### src/rtl/axi2_arb_pkg.sv
// Shared types and constants for the two-master AXI4-Lite to native memory arbiter.
package axi2_arb_pkg;
  typedef enum logic [1:0] {
    IDLE = 2'd0,
    MEM  = 2'd1,
    RESP = 2'd2
  } state_t;

  localparam int NUM_M          = 2;
  localparam int PROT_W         = 3;
  localparam int PROT_INSTR_BIT = 2;
endpackage

### src/rtl/axi2_native_arbiter_rr_pick2.sv
// Two-way round-robin pick: the master that did not win last time wins a tie.
module rr_pick2 (
  input  logic [1:0] i_req,
  input  logic       i_last,
  output logic       o_valid,
  output logic       o_idx
);
  assign o_valid = |i_req;
  assign o_idx   = (&i_req) ? ~i_last : i_req[1];
endmodule

### src/rtl/axi2_native_arbiter.sv
// Shares one PicoRV32-style native memory port between two AXI4-Lite masters,
// one transaction in flight: accept (IDLE) -> memory access (MEM) -> response (RESP).
module axi2_native_arbiter
  import axi2_arb_pkg::*;
#(
  parameter int AW = 32,
  parameter int DW = 32
) (
  input  logic                    clk,
  input  logic                    resetn,
  input  logic [1:0]              m_awvalid,
  output logic [1:0]              m_awready,
  input  logic [2*AW-1:0]         m_awaddr,
  input  logic [2*PROT_W-1:0]     m_awprot,
  input  logic [1:0]              m_wvalid,
  output logic [1:0]              m_wready,
  input  logic [2*DW-1:0]         m_wdata,
  input  logic [2*(DW/8)-1:0]     m_wstrb,
  output logic [1:0]              m_bvalid,
  input  logic [1:0]              m_bready,
  input  logic [1:0]              m_arvalid,
  output logic [1:0]              m_arready,
  input  logic [2*AW-1:0]         m_araddr,
  input  logic [2*PROT_W-1:0]     m_arprot,
  output logic [1:0]              m_rvalid,
  input  logic [1:0]              m_rready,
  output logic [DW-1:0]           m_rdata,
  output logic                    mem_valid,
  input  logic                    mem_ready,
  output logic [AW-1:0]           mem_addr,
  output logic [DW-1:0]           mem_wdata,
  output logic [DW/8-1:0]         mem_wstrb,
  output logic                    mem_instr,
  input  logic [DW-1:0]           mem_rdata,
  output logic                    grant
);
  localparam int SW = DW / 8;

  state_t          r_state, w_state_nxt;
  logic            r_grant;
  logic            r_is_wr;
  logic            r_instr;
  logic [AW-1:0]   r_addr;
  logic [DW-1:0]   r_wdata;
  logic [SW-1:0]   r_wstrb;
  logic [DW-1:0]   r_rdata;

  logic [1:0]      w_wreq, w_req;
  logic            w_valid, w_idx, w_win_wr, w_accept, w_resp_done;
  logic [AW-1:0]   w_awaddr, w_araddr;
  logic [DW-1:0]   w_wdata;
  logic [SW-1:0]   w_wstrb;
  logic            w_fetch;
  logic            w_unused;

  // A write needs both AW and W; a lone half just waits.
  assign w_wreq = m_awvalid & m_wvalid;
  assign w_req  = w_wreq | m_arvalid;

  rr_pick2 u_pick (
    .i_req   (w_req),
    .i_last  (r_grant),
    .o_valid (w_valid),
    .o_idx   (w_idx)
  );

  assign w_win_wr = w_wreq[w_idx];
  assign w_accept = resetn && (r_state == IDLE) && w_valid;

  assign w_awaddr = w_idx ? m_awaddr[2*AW-1:AW] : m_awaddr[AW-1:0];
  assign w_araddr = w_idx ? m_araddr[2*AW-1:AW] : m_araddr[AW-1:0];
  assign w_wdata  = w_idx ? m_wdata[2*DW-1:DW]  : m_wdata[DW-1:0];
  assign w_wstrb  = w_idx ? m_wstrb[2*SW-1:SW]  : m_wstrb[SW-1:0];
  assign w_fetch  = w_idx ? m_arprot[PROT_W+PROT_INSTR_BIT] : m_arprot[PROT_INSTR_BIT];

  assign w_resp_done = r_is_wr ? m_bready[r_grant] : m_rready[r_grant];

  assign w_unused = ^{m_awprot, m_arprot[PROT_W+1:PROT_W], m_arprot[1:0]};

  always_comb begin
    w_state_nxt = r_state;
    m_awready   = '0;
    m_wready    = '0;
    m_arready   = '0;
    m_bvalid    = '0;
    m_rvalid    = '0;
    unique case (r_state)
      IDLE: begin
        if (w_accept) begin
          w_state_nxt = MEM;
          if (w_win_wr) begin
            m_awready[w_idx] = 1'b1;
            m_wready[w_idx]  = 1'b1;
          end else begin
            m_arready[w_idx] = 1'b1;
          end
        end
      end
      MEM: begin
        if (mem_ready) w_state_nxt = RESP;
      end
      RESP: begin
        if (r_is_wr) m_bvalid[r_grant] = 1'b1;
        else         m_rvalid[r_grant] = 1'b1;
        if (w_resp_done) w_state_nxt = IDLE;
      end
      default: w_state_nxt = IDLE;
    endcase
  end

  always_ff @(posedge clk) begin
    if (!resetn) begin
      r_state <= IDLE;
      r_grant <= 1'b1;
      r_is_wr <= 1'b0;
      r_instr <= 1'b0;
      r_addr  <= '0;
      r_wdata <= '0;
      r_wstrb <= '0;
      r_rdata <= '0;
    end else begin
      r_state <= w_state_nxt;
      if (w_accept) begin
        r_grant <= w_idx;
        r_is_wr <= w_win_wr;
        r_addr  <= w_win_wr ? w_awaddr : w_araddr;
        r_wdata <= w_win_wr ? w_wdata  : '0;
        r_wstrb <= w_win_wr ? w_wstrb  : '0;
        r_instr <= w_win_wr ? 1'b0     : w_fetch;
      end
      // Fetch flag is only meaningful while the request is on the bus.
      if ((r_state == MEM) && mem_ready) begin
        r_instr <= 1'b0;
        if (!r_is_wr) r_rdata <= mem_rdata;
      end
    end
  end

  assign mem_valid = (r_state == MEM);
  assign mem_addr  = r_addr;
  assign mem_wdata = r_wdata;
  assign mem_wstrb = r_wstrb;
  assign mem_instr = r_instr;
  assign m_rdata   = r_rdata;
  assign grant     = r_grant;
endmodule

### config.mk
export PLATFORM = sky130hd
export DESIGN_NAME = axi2_native_arbiter
export DESIGN_NICKNAME = d
export VERILOG_FILES = /design/src/rtl/axi2_arb_pkg.sv /design/src/rtl/axi2_native_arbiter_rr_pick2.sv /design/src/rtl/axi2_native_arbiter.sv
export SDC_FILE = /design/constraint.sdc
export NUM_CORES = 1
export LEC_CHECK = 0
export CAP_MARGIN = 20
export CELL_PAD_IN_SITES_DETAIL_PLACEMENT = 0
export CELL_PAD_IN_SITES_GLOBAL_PLACEMENT = 2
export CORE_MARGIN = 4
export CORE_UTILIZATION = 19
export CTS_CLUSTER_SIZE = 10
export DETAILED_ROUTE_END_ITERATION = 10
export GPL_ROUTABILITY_DRIVEN = 0
export PLACE_DENSITY_LB_ADDON = 0.08
export SETUP_SLACK_MARGIN = 0.4
export SLEW_MARGIN = 15
export SYNTH_ARGS = -nofsm -noshare
export SYNTH_HDL_FRONTEND = slang
export SYNTH_SLANG_ARGS = --single-unit
### constraint.sdc
create_clock -name clk -period 3.7 [get_ports clk]
set_input_delay 1.11 -clock clk [delete_from_list [all_inputs] [get_ports clk]]
set_output_delay 1.11 -clock clk [all_outputs]
set_load 0.01 [all_outputs]
==> results.md <==
- Mapped Area: about 5400 um^2
- Initial DRT Pass Iterations: 4
- Cells after Synth: 632
- Peak Freq: roughly 0.3 GHz
- Die Y: 177 um
- Psw: 0.949 mW
- Setup_tns: 0 ns
- DP Cell Count: 1,332
- CP startpoint kind: primary input
- Cell family with most CP delay: simple AND/OR/NAND/NOR gates
- CTS tree: yes
- Reg power frac: 38.8%
- Setup ws final: 0.357 ns
- Max_slew headroom: about two fifths
- Std cell rows: roughly 60
- CTS sink cnt: roughly 110
- Worst Hold Slack: about 0.46 ns
- Most used DFF post-synth: dfxtp_1
- Starting density of the core: 19.4%
- Tcrit/Tclk final: 90.3%
- I/O Buffers: ~360
- Sequential area share after synthesis: a little under 40%
- P&R area growth vs syn: 79.0%
- R2r endpoint: mem_addr[15]$_SDFFE_PN0N_
- Core Region: 28,000 um^2
- Final instance area: 9740 um^2
- Post-route minimum period: 3.34 ns
- Multi-input logic area: approximately 3100 um^2
- CTS H-tree depth: 3
- Fillers: 2,956
- RSZ-0062 raised after global routing: true
- R2R Path Start: grant$_SDFFE_PN1N_
- Synth area leaders: dfxtp_1 39%, mux2i_1 19%, nand2_1 7.4%
- Worst hold path type: reg -> reg
- Final net count: 1,226
- Number of synthesized flops with an enable pin: 0
- Clock power share: roughly 32%
- Top Ports: 370
- Final Setup Violations: 0
- Status: finished clean
- Sum of buffers and inverters on the critical path: 2
- FF-to-FF path depth: 6
- Leading area contributor after synthesis: dfxtp_1
- Sw Share: 30.0%
- All-layer global routing usage: 14.1%
- Dpl ws: -0.439 ns
- Synthesized Nets: 889
- Hold path depth: 2
- Clock transition at the registers of the reported paths: 0.09 ns
- Final core utilization: 34.8%
- Pint: 2.21 mW
- Synth top cells by count: 107 x nand2_1, 105 x dfxtp_1, 101 x mux2i_1
- DR iter-0 viols: 253
- Slowest cell on crit path: or3b_4
- DP Area: 9420 um^2
- Worst setup EP type: output pin
- Total chip power: approximately 3.2 mW
- Die area: approximately 31,000 um^2
- Fin cells: between 1k and 1.5k
- First-pass GRT wire length: 33,900 um
- CP required: 2.59 ns
- Pwr dens: roughly 320 nW/um^2
- Maxcap violations: 0
- CP Class: in -> out
- Die W: 177 um
- Initial antenna violation count: 0
- Share of layout cells above drive strength 1: 6.57%
- Clk_lat worst skew: 0.36 ns
- Post-synth ARST share: 0%
- Count leader, synth: nand2_1
- Crit. Startpoint: resetn
- Post-synthesis average cell area: 8.61 um^2
- DP HPWL: 17,200 um
- Inserted Diodes: 0
- Max Buffers Root-to-Sink: 2
- Total CTS buffers: 9
- Worst-path fanout max: 3
- Combinational fraction of design power: 29.0%
- Max Slew Vio Count: 0
- CP Cell Sequence: buf_6 > or3b_4 > a21o_4 > nor3b_4 > buf_2
- DRC Markers: 0
- Worst-margin pin slew: 0.908 ns
- Overflow after GRT: 0
- Via density: 4.09
- Max VDD drop: between 0.2 and 0.25 mV
- Total Routed Length: 23,400 um
- Worst path depth: 5
- YS warnings: 0
- Routed Antenna Nets: 0
- Post-synth top area share: 38.6%
- Number of hold buffers added after cts: 0
- Final count of hold timing violations: 0
- Reg area: 2100 um^2
- Worst Hold End: m_rdata[20]$_SDFFE_PN0P_
- Fin Clk Skew: around 0.015 ns
- Clock root cell: clkbuf_16
- Number of global-route vias before repair: 5,644
- Unique masters post-synth: 32
- Pin count of the biggest net entering global routing: between 60 and 70
- Vias after detailed routing: 5,524
- DR WL/cell: 17.3 um
- Leak pwr: between 3 and 4 nW
- R2r setup slk: approximately 1.4 ns
- Flops & latches, synth: about 110
- Critical Path Max Stage Delay: 0.38 ns
- Crit path DAT: around 2.2 ns
- Hold Path Origin: m_rdata[20]$_SDFFE_PN0P_
==> logic make-up after synthesis <==
| logic type | share of synthesized area [%] |
|---|---|
| buf+inv | 5.01 |
| flops | 38.6 |
| mux | 19.0 |
| simple gates | 22.5 |
| compound gates | 14.9 |
==> power groups by stage <==
stage,registers [mW],logic (mW),clock network (mW)
CTS,1.23,0.940,1.08
detailed placement,1.25,0.934,0
global placement,1.25,0.937,0
floorplan,1.28,0.376,0
global route,1.24,0.997,1.12
finish,1.23,0.916,1.02
==> routing by layer <==
layer | track usage (%) | wire (um) | part of all wire (%) | up-vias
met3 | 6.11 | 2540 | 11 | 11
met4 | 3.06 | 183 | 0.78 | 0
met5 | 0 | 0 | 0 | -
met2 | 23.3 | 10800 | 46 | 214
met1 | 17.1 | 9850 | 42 | 2466
li1 | - | - | - | 2833
==> final cells by class <==
type	instances	share of cell area (%)
Clock inverter	7	0.822
Clock buffer	9	2.31
Sequential cell	105	21.6
Timing Repair Buffer	381	38.3
Multi-Input combinational cell	472	32.2
Tap cell	378	4.85
==> layout by cell type (no fill, tap or decap), drive strengths merged, types with 33 or more instances in the layout <==
cell           instances
and2                  70
mux2i                101
nor3                  36
nor2                  33
clkdlybuf4s50        346
o21ai                 37
dfxtp                105
nand2                107
==> flip-flops by register name (all words and copies together) (netlist names) <==
signal,flops
grant,1
m_rdata,32
mem_addr,32
mem_instr,1
mem_wdata,32
mem_wstrb,4
r_is_wr,1
r_state,2
==> worst register-to-register path, stage by stage (launching register included) <==
cell	delay [ns]
dfxtp_1	0.34
buf_4	0.20
a21oi_4	0.21
buf_4	0.68
mux2i_1	0.44
nor3_1	0.08
o31a_1	0.29
==> how the worst max path moves through the flow <==
| stage | endpoint | slack, ns |
|---|---|---|
| CTS | m_awready[0] | 0.36 |
| global route | m_awready[0] | 0.30 |
| finish | m_awready[0] | 0.36 |
| floorplan | m_wready[0] | 0.17 |
| detailed placement | m_arready[0] | -0.44 |
| global placement | m_arready[0] | -0.37 |
==> repair_timing <==
action | in CTS | in global routing
setup endpoints to repair | 19 | 4
buffers inserted | 2 | 2
pin swaps | 3 | 1
gates resized for setup | 46 | 5
Power figures use the tool's default switching activity.
